### src/rtl/imageline_filter_stage.sv
// Streaming 3-tap horizontal RGB filter (bypass/blur/edge/invert); output registered one cycle after the next accept.
// Backpressure: In_ready drops while the output register is held or the last pixel flushes. Optional stats: IMAGELINE_FILTER_STATS_EN.
module imageline_filter_stage #(
    parameter int LINE_WIDTH = 640,
    parameter int CNT_W      = 10
) (
    input  logic        Clock,
    input  logic        Resetn,
    input  logic [31:0] Filter_config,
    input  logic        In_valid,
    output logic        In_ready,
    input  logic [29:0] In_data,
    output logic        Out_valid,
    input  logic        Out_ready,
    output logic [29:0] Out_data,
    output logic        Out_eol
`ifdef IMAGELINE_FILTER_STATS_EN
    ,
    output logic [15:0] Line_count,
    output logic        Stall_seen
`endif
);

    typedef enum logic [1:0] {S_IDLE, S_FIRST, S_RUN, S_FLUSH} state_t;

    localparam logic [CNT_W-1:0] LAST_IDX = CNT_W'(LINE_WIDTH - 1);

    state_t           state, state_nxt;
    logic [CNT_W-1:0] cnt;
    logic [3:0]       cfg;
    logic [29:0]      win_l, win_c;
    logic [29:0]      tap_r;
    logic [29:0]      filt_px;
    logic             out_free, accept, emit, eol_nxt;
    logic             unused_cfg_bits;

    assign unused_cfg_bits = ^Filter_config[31:4];

    function automatic logic [9:0] filt_ch(input logic [3:0] c_cfg, input logic [9:0] l,
                                           input logic [9:0] c, input logic [9:0] r);
        logic [11:0] sum;
        logic [9:0]  diff;
        logic [12:0] shl;
        logic [9:0]  res;
        sum  = {2'b00, l} + {1'b0, c, 1'b0} + {2'b00, r} + 12'd2;
        diff = (r >= l) ? (r - l) : (l - r);
        shl  = {3'b000, diff} << c_cfg[3:2];
        case (c_cfg[1:0])
            2'd0:    res = c;
            2'd1:    res = 10'(sum >> 2);
            2'd2:    res = (shl > 13'd1023) ? 10'd1023 : shl[9:0];
            default: res = 10'd1023 - c;
        endcase
        return res;
    endfunction

    assign out_free = ~Out_valid | Out_ready;
    assign In_ready = out_free & (state != S_FLUSH);
    assign accept   = In_valid & In_ready;

    // win_l/win_c hold the left and centre of the pending window; the right tap is
    // the incoming pixel, or the centre itself when the line's last pixel is flushed.
    always_comb begin
        state_nxt = state;
        emit      = 1'b0;
        eol_nxt   = 1'b0;
        tap_r     = In_data;
        case (state)
            S_IDLE: begin
                if (accept) state_nxt = S_FIRST;
            end
            S_FIRST, S_RUN: begin
                if (accept) begin
                    emit      = 1'b1;
                    state_nxt = (cnt == LAST_IDX) ? S_FLUSH : S_RUN;
                end
            end
            S_FLUSH: begin
                tap_r = win_c;
                if (out_free) begin
                    emit      = 1'b1;
                    eol_nxt   = 1'b1;
                    state_nxt = S_IDLE;
                end
            end
            default: state_nxt = S_IDLE;
        endcase
    end

    assign filt_px = {filt_ch(cfg, win_l[29:20], win_c[29:20], tap_r[29:20]),
                      filt_ch(cfg, win_l[19:10], win_c[19:10], tap_r[19:10]),
                      filt_ch(cfg, win_l[9:0],   win_c[9:0],   tap_r[9:0])};

    always_ff @(posedge Clock or negedge Resetn) begin
        if (!Resetn) begin
            state     <= S_IDLE;
            cnt       <= '0;
            cfg       <= '0;
            win_l     <= '0;
            win_c     <= '0;
            Out_valid <= 1'b0;
            Out_data  <= '0;
            Out_eol   <= 1'b0;
        end else begin
            state <= state_nxt;
            if (accept) begin
                if (state == S_IDLE) begin
                    cfg   <= Filter_config[3:0];
                    win_l <= In_data;
                    win_c <= In_data;
                    cnt   <= CNT_W'(1);
                end else begin
                    win_l <= win_c;
                    win_c <= In_data;
                    cnt   <= cnt + CNT_W'(1);
                end
            end
            if (state == S_FLUSH && out_free) cnt <= '0;
            if (emit) begin
                Out_valid <= 1'b1;
                Out_data  <= filt_px;
                Out_eol   <= eol_nxt;
            end else if (Out_ready) begin
                Out_valid <= 1'b0;
            end
        end
    end

`ifdef IMAGELINE_FILTER_STATS_EN
    always_ff @(posedge Clock or negedge Resetn) begin
        if (!Resetn) begin
            Line_count <= '0;
            Stall_seen <= 1'b0;
        end else begin
            if (Out_valid && Out_ready && Out_eol) Line_count <= Line_count + 16'd1;
            if (Out_valid && !Out_ready) Stall_seen <= 1'b1;
        end
    end
`endif

endmodule

### config.mk
export PLATFORM = sky130hd
export DESIGN_NAME = imageline_filter_stage
export DESIGN_NICKNAME = d
export VERILOG_FILES = /design/src/rtl/imageline_filter_stage.sv
export SDC_FILE = /design/constraint.sdc
export NUM_CORES = 1
export LEC_CHECK = 0
export CORE_MARGIN = 8
export CORE_UTILIZATION = 53
export DETAILED_ROUTE_END_ITERATION = 6
export GPL_TIMING_DRIVEN = 1
export PLACE_DENSITY = 0.83
export SETUP_SLACK_MARGIN = 0.4
export SLEW_MARGIN = 25
export SYNTH_ARGS = -nofsm -noshare
export SYNTH_HDL_FRONTEND = slang
export SYNTH_SLANG_ARGS = --single-unit
### constraint.sdc
create_clock -name Clock -period 5 [get_ports Clock]
set_clock_uncertainty 0.15 [all_clocks]
set_input_delay 0.75 -clock Clock [delete_from_list [all_inputs] [get_ports Clock]]
set_output_delay 0.75 -clock Clock [all_outputs]
set_load 0.02 [all_outputs]
==> impl_metrics.env <==
export IMPL_cts_reportedPaths_clkPinSlew_ns=0.08
export IMPL_final_nets=1540
export IMPL_cts_hold_buf=0
export IMPL_pin_count=99
export IMPL_antenna_diode_count=0
export IMPL_syn_instance_count=1308
export IMPL_worst_setup_path_type="in2reg"
export IMPL_endpoint_kind="flop"
export IMPL_required_ns=5.10
export IMPL_dieHeight_um=160
export IMPL_wl_per_cell_um=18.5
export IMPL_drive_gt1_share_pct=9.31
export IMPL_synth_area_leaders="dfrtp_1 25%, ha_1 11%, nand2_1 5.8%"
export IMPL_numCtsBuffers=9
export IMPL_avgSynthCellArea_um2=8.42
export IMPL_cts_path_max_buffers=2
export IMPL_yosysUniqueCellTypes=78
export IMPL_rows=52
export IMPL_seq_area_frac_synth_pct=24.6
export IMPL_portBuffers=70
export IMPL_post_route_period_util_pct=87.6
export IMPL_htree_levels=3
export IMPL_drc=0
export IMPL_ys_warn_count=0
export IMPL_grt_pass1_vias=9855
export IMPL_firstDrtPassIters=5
export IMPL_critPathArrivalTime_ns=4.48
export IMPL_dp_hpwl_um=21800
export IMPL_setup_viol=0
export IMPL_rsz0062_at_grt="no"
export IMPL_vias=9929
export IMPL_die_area_mm2=0.0256
export IMPL_status="finished, final reports clean"
export IMPL_grt_max_degree=78
export IMPL_syn_nets=1499
export IMPL_clk_latency_ns=0.37
export IMPL_max_cap_viol_count=0
export IMPL_cts_tree="built"
export IMPL_place_congestion=0.929
export IMPL_layout_setup_ws_ns=0.618
export IMPL_worstHoldPathType="in2async"
export IMPL_drt_iter0_drc=725
export IMPL_initial_core_util_pct=54.2
export IMPL_ys_flop_type="dfrtp_1"
export IMPL_yosysMostFrequentCell="nand2_1"
export IMPL_cp_max_fo=7
export IMPL_postRouteAntennaNets=0
export IMPL_syn_area_mm2=0.0110
export IMPL_core_area_mm2=0.0203
export IMPL_async_reset_ff_share_pct=100
export IMPL_wl_um=30100
export IMPL_max_freq_mhz=228
export IMPL_final_hold_violation_count=0
export IMPL_pre_cts_slack_ns=0.270
export IMPL_root_buffer="clkbuf_16"
export IMPL_relSlewSlack_pct=41.5
export IMPL_tightest_slew_ns=0.876
export IMPL_area_delta_synth_final_pct=11.9
export IMPL_synth_top_area_share_pct=24.6
export IMPL_antenna_found_initial=0
export IMPL_via_per_inst=6.11
export IMPL_worst_hold_slack_ns=0.315
export IMPL_grt_overflow=0
export IMPL_synth_edf_count=0
export IMPL_synthTopCellsByCount="169 x nand2_1, 126 x inv_1, 108 x dfrtp_1, 104 x o21ai_0, 95 x ha_1"
export IMPL_cp_start_kind="input pin"
export IMPL_slew_viol_final=0
export IMPL_clock_sinks=108
export IMPL_synth_area_leader_cell="dfrtp_1"
export IMPL_die_x_um=160
export IMPL_synth_seq_cells=108
export IMPL_grt_pass1_wl_um=49600
export IMPL_grt_use_total_pct=23.3
export IMPL_fin_tns_setup_ns=0
export IMPL_finalCriticalPeriod_ns=4.38
## final timing paths
check	from	end	slack, ns	depth (start not counted)
min in group Clock	cnt[0]$_DFFE_PN0P_	cnt[0]$_DFFE_PN0P_	0.34	1
worst max-delay path	In_data[10]	Out_data[12]$_DFFE_PN0P_	0.62	16
max in group asynchronous	Resetn	cfg[3]$_DFFE_PN0P_	3.22	2
worst min-delay path	Resetn	Out_data[3]$_DFFE_PN0P_	0.31	1
worst min register to register	cnt[0]$_DFFE_PN0P_	cnt[0]$_DFFE_PN0P_	0.34	1
worst max register to register	state[0]$_DFFE_PN0P_	Out_data[8]$_DFFE_PN0P_	0.63	16
## cell usage in the layout (no fill, tap or decap), types with 5 or more instances in the layout
master           instances
nand4_1                  8
o21a_1                  23
xor2_1                  13
dfrtp_1                107
or2_2                    6
xnor2_1                 27
o21ai_1                  7
nand3_1                 16
o21ai_0                104
a211oi_1                22
buf_4                   21
mux4_2                   5
nor3_1                  26
clkbuf_16                9
o221ai_1                13
nand2b_1                13
a311oi_1                 5
mux2_2                  48
o31ai_1                  5
mux2i_1                 54
a22oi_1                  5
fa_1                    30
nor2b_1                 17
and2_1                   8
o211ai_1                26
a31oi_1                  9
a21oi_1                 66
or3_1                    5
a211o_1                  8
clkdlybuf4s50_1         69
a221o_1                 15
nor2_1                  70
ha_1                    93
a21o_1                  15
a221oi_1                 9
and3_1                   6
inv_1                  126
nand2_1                169
## area by class of cell
cell class	instances	area [µm²]
fill	1773	7990
multi-input combinational	1011	7590
sequential	108	2700
timing repair buffer	92	880
inverter	127	477
tap	270	338
clock buffer	9	225
clock inverter	7	97.6
## kinds of logic (layout without fill, tap and decap cells)
kind of cell,count (synthesis),count (layout),synth area share (%)
and+or+nand+nor,356,356,14.5
buffers and inverters,189,235,6.68
AOI/OAI and AO/OA,381,381,23.6
DFF,108,108,24.6
xor gates and xnor gates,40,40,3.18
muxes,109,109,11.2
adders and majority gates,125,125,16.3
## routing by layer
| metal | global-route usage, % | routed length [µm] | vias up |
|---|---|---|---|
| met4 | 7.90 | 845 | 0 |
| met2 | 39.5 | 14300 | 333 |
| met3 | 4.58 | 2040 | 60 |
| met5 | 0 | 0 | - |
| met1 | 29.1 | 12900 | 4811 |
| li1 | - | - | 4725 |
## registers in the layout, indices dropped and copies added (netlist names)
register   cells
Out_data      30
Out_eol        1
Out_valid      1
cfg            4
cnt           10
state          2
win_c         30
win_l         30
## what timing repair did
item | in CTS | in global routing
setup buffers | 0 | 0
resized for setup | 0 | 3
setup endpoints to repair | 0 | 13
## critical path, stage by stage
cell	delay [ns]
clkdlybuf4s50_1	0.52
mux2_2	0.20
inv_1	0.05
ha_1	0.20
fa_1	0.42
nand2b_1	0.20
a21oi_1	0.20
o21ai_1	0.16
a21boi_4	0.34
o31a_1	0.19
a211oi_2	0.09
nand2b_2	0.21
a221oi_4	0.35
buf_4	0.23
a221oi_1	0.09
a211o_1	0.27
## metrics by stage
stage / utilization (%) / area (µm²) / std cells
final: 60.7 / 12300 / 1624
after floorplan: - / 11000 / 1308
after global routing: 60.7 / 12300 / 1624
after detailed placement: 59.0 / 12000 / 1608
after global placement: 59.0 / 12000 / 1608
after CTS: 60.6 / 12300 / 1624
Power is left out: the tool's default activity adds up to more than one toggle a clock period on the data nets, which glitch-free logic cannot reach.
==> RTL edit 1, RTL diff (same flow settings) <==
`CNT_W`: 10 -> 20.
--- a/src/rtl/imageline_filter_stage.sv
+++ b/src/rtl/imageline_filter_stage.sv
@@ -4,3 +4,3 @@
     parameter int LINE_WIDTH = 640,
-    parameter int CNT_W      = 10
+    parameter int CNT_W      = 20
 ) (
Check against the original RTL: same outputs for any inputs over 4 cycles, from zero or initial values and one cycle with Resetn low; that may be too few to reach the edited logic, so the function may still have changed.
==> RTL edit 1 against the original RTL <==
  * Setup slack got worse by 0.12 ns
  * Register-to-register slack worse by 0.13 ns
  * First-iteration DRC count is 45% higher
  * Non-clock buffer count rose by 6
  * Sequential cell count increased by 10
  * Wire length increased by 9.8%
  * Cell area up 6.8%
  * Sequential share of layout area increased by 0.50 points
  * Critical path depth fell by 1
  * Synthesized area is 4.5% higher
  * Cell count grew 6.3%
Power is not shown: default switching activity piles up to over one toggle a cycle in this logic, so the estimate is an artifact.
==> RTL edit 1: results (changes against the original RTL) <==
metric;value;unit;change
largest_net_degree_at_the_start_of_global_routing;80;;+2.6%
numPlacedInstances;1687;;+4.9%
area.sequential;2950;sq um;+9.2%
seq_area_frac_synth;0.257;;+0.0112
place_area;12400;sq um;+3.6%
post_cts_buffers;0;;unchanged
grt_first_pass_wirelength;52700;um;+6.2%
buffers_excl_clock;98;;+6.5%
dr.first_iter.drc_count;1052;;+45%
synth_nets;1582;;+5.5%
avgRoutedWirePerCell;19.1;um;+3.3%
yosys-top-cells-count;nand2_1 (184), o21ai_0 (137), inv_1 (130);;
num-fill-cells;1804;;+1.7%
timing.critical_path.slowest_stage_cell;dfrtp_1;;
worst_r2r_path_depth;15;;-1
path_max_fanout;8;;+1
status;finished, final reports clean;;
hpwl;22700;um;+4.0%
clock-root-buffer;clkbuf_16;;
diodes;0;;unchanged
synthDistinctLibCells;76;;-2.6%
viasPerCell;6.22;;+1.8%
clk_latency;0.43;ns;+0.06 ns
non_clock_buffer_area_share;0.0710;;-0.000449
critical_path_arrival;4.67;ns;+0.19 ns
areaGrowthSynthToFinish;14.3;%;
dr.pass1.iters;6;;+1
crit-reg2reg-capture;Out_data[13];;
detail_route.wirelength.met1;13800;um;+6.5%
globalRouteTotalUtil;0.244;;+0.0115
n_all_inverters;130;;+2.4%
critical-path-max-stage-delay;0.44;ns;-0.08 ns
globalRouteMet3Util;0.0476;;+0.00187
placementRows;54;;+3.8%
pre_cts_ws;0.242;ns;-0.0283 ns
clock_buffer_instance_count_of_the_final_layout;20;;+11
timing_worst_slew_pin_value;1.11;ns;+0.234 ns
htreeDepth;4;;+1
met2WireLength;15500;um;+8.5%
layout-drive-gt1-share;0.104;;+0.0106
reg2reg_slack;0.50;ns;-0.13 ns
number_of_buffers_created_by_cts;17;;+8
met1_track_usage_gr;0.314;;+0.0230
synth.top_cells.by_area;dfrtp_1 (26%), ha_1 (10%), nand2_1 (6.0%);;
clk_share;0.0409;;+0.0147
final_cell_count_no_fill;1727;;+6.3%
mean_instance_size_in_the_synthesized_netlist;8.28;sq um;-1.7%
multi_input_comb_area;7890;sq um;+3.9%
==> RTL edit 1: cell types whose count changed after synthesis, sizes merged, moves of 8 or more <==
cell | unedited run | this run
buf | 10 | 22
o211ai | 27 | 17
a21oi | 66 | 74
nor2b | 17 | 8
o21ai | 115 | 145
nand2 | 169 | 184
o21a | 23 | 10
nor2 | 73 | 90
and3 | 6 | 16
dfrtp | 108 | 118
==> RTL edit 1: worst max-delay path by stage <==
stage | startpoint | endpoint | slack, ns | cells past startpoint
after floorplan | state[0] | Out_data[13] | 0.50 | 18
after global placement | In_data[15] | Out_data[13] | 0.32 | 13
after detailed placement | In_data[15] | Out_data[13] | 0.24 | 13
after CTS | state[0] | Out_data[27] | 0.42 | 14
after global routing | state[0] | Out_data[16] | 0.33 | 15
final | state[0] | Out_data[13] | 0.50 | 15
==> RTL edit 1: kinds of logic after synthesis <==
group	share of synthesized area
compound gates	0.230
xor+xnor	0.0319
fa+ha+maj	0.157
buf+inv	0.0686
flops	0.257
mux	0.103
simple gates	0.153
==> RTL edit 2, RTL diff (same flow settings) <==
Made on the original files. Re-encode `state_t` (4 states) as one-hot, 4 bits wide.
--- a/src/rtl/imageline_filter_stage.sv
+++ b/src/rtl/imageline_filter_stage.sv
@@ -23,3 +23,3 @@
 
-    typedef enum logic [1:0] {S_IDLE, S_FIRST, S_RUN, S_FLUSH} state_t;
+    typedef enum logic [3:0] {S_IDLE = 4'b0001, S_FIRST = 4'b0010, S_RUN = 4'b0100, S_FLUSH = 4'b1000} state_t;
 
Formal check against the unedited RTL: same outputs for any inputs over 4 cycles, from zero or initial values and one cycle with Resetn low; so few cycles prove little.
==> RTL edit 2 against the original RTL <==
  * The flow now finishes with violations (DRC)
  * Die area about the same
  * Wire length up 14%
  * Register-to-register slack worse by 0.31 ns
  * Sequential cell count up 2
  * Cell area up 6.5%
  * Setup slack worse by 0.30 ns
  * Synthesized area about the same
  * Critical endpoint is now Out_data[23]
==> RTL edit 2: results (changes against the original RTL) <==
metric;value;unit;change
synth.top_cells.by_area;dfrtp_1 (25%), ha_1 (10%), nand2_1 (7.8%);;
first_global_vias;10400;;+5.8%
gp_routability_congestion;0.912;;-1.8%
yosys-top-cells-count;nand2_1 (230), inv_1 (121), dfrtp_1 (109);;
dr.pass1.iters;7;;+2
timing_worst_slew_pin_value;0.917;ns;+0.0405 ns
final_core_utilization;0.646;;+0.0393
diodes;0;;unchanged
cts-root-to-sink-buffers;2;;unchanged
reg.largest.list;Out_data: 30 flops, win_c: 30 flops, win_l: 30 flops;;
path_max_fanout;16;;+9
status;finished with violations;;
route.detailed.drc;1;;+1
cellLeakagePower;6.08;nW;
critical_path_arrival;4.78;ns;+0.30 ns
use_met2;0.397;;+0.00173
drt-total-wl;34300;um;+14%
num-fill-cells;1662;;-6.3%
failed_checks;DRC;;
count_of_vias_placed_by_the_detailed_router;11100;;+11%
largest_net_degree_at_the_start_of_global_routing;80;;+2.6%
hpwl;23900;um;+9.5%
globalRouteTotalUtil;0.250;;+0.0175
synthDistinctLibCells;82;;+5.1%
place_area;12300;sq um;+2.3%
grt_first_pass_wirelength;53200;um;+7.3%
dr.first_iter.drc_count;1359;;+87%
seq_area_frac_synth;0.250;;+0.00475
layout-drive-gt1-share;0.128;;+0.0353
synth_nets;1578;;+5.3%
globalRouteMet3Util;0.0347;;-0.0111
nets;1664;;+8.1%
met1_track_usage_gr;0.335;;+0.0442
synth-main-ff-cell;dfrtp_1;;
RTL edit 2: final timing paths:
path,from,to,slack [ns],depth (start not counted)
max,state[1],Out_data[23],0.32,17
min,Resetn,Out_valid,0.27,1
max reg2reg,state[1],Out_data[23],0.32,17
min reg2reg,Out_data[2],Out_data[2],0.32,2
max in group asynchronous,Resetn,state[0],3.47,2
min in group Clock,Out_data[2],Out_data[2],0.32,2
RTL edit 2: kinds of logic (layout without fill, tap and decap cells):
group,after synthesis,after routing,synth area share
xor gates and xnor gates,48,48,0.0382
buffers and inverters,197,285,0.0703
AOI/OAI and AO/OA,396,398,0.239
DFF,110,110,0.250
muxes,50,50,0.0511
and+or+nand+nor,467,467,0.192
adders and majority gates,122,122,0.159
RTL edit 2: per-stage QoR:
stage	instances	hold WS, ns	total power [mW]	worst slack, ns
floorplan	1390	0.304	6.49	0.0868
global placement	1714	0.305	8.26	0.161
detailed placement	1714	0.309	8.49	0.0732
CTS	1730	0.325	9.41	0.426
global route	1750	0.337	10.9	0.191
finish	1750	0.274	10.2	0.320
RTL edit 2: area by class of cell:
type                    count  share of cell area
multi-input cells        1085               0.604
flip-flops and latches    110               0.210
repair buffers            148               0.103
inverters                 122              0.0349
well taps                 270              0.0258
clock buffers              12              0.0188
clock inverters             3             0.00344
RTL edit 2: power by group:
| group | switching (mW) | internal [mW] |
|---|---|---|
| combinational | 4.56 | 3.31 |
| clock | 0.352 | 0.401 |
| sequential | 0.373 | 1.22 |
RTL edit 2: timing repair:
item,4_1_cts,5_1_grt
gates cloned,0,3
pin swaps,3,21
gates resized for setup,21,54
hold endpoints to repair,0,0
hold buffers,0,0
setup endpoints to repair,26,26
buffers inserted,1,17
RTL edit 2: critical path, cell delays in order, from the launching register on:
cell	delay, ns
dfrtp_1	0.38
or4b_4	0.59
buf_12	0.18
nor2_1	0.10
a21o_1	0.13
inv_1	0.05
ha_1	0.20
fa_2	0.35
nor2b_2	0.15
o21ai_2	0.08
a21oi_2	0.22
o211ai_1	0.23
a221oi_2	0.40
nor3_2	0.10
or2_1	0.26
a221o_2	0.48
nand3b_1	0.18
a221o_1	0.32
RTL edit 2: routing by layer:
metal | share of wire | vias to the layer above
li1 | - | 5039
met1 | 0.40 | 5289
met2 | 0.46 | 641
met3 | 0.096 | 99
met4 | 0.036 | 0
met5 | 0 | -
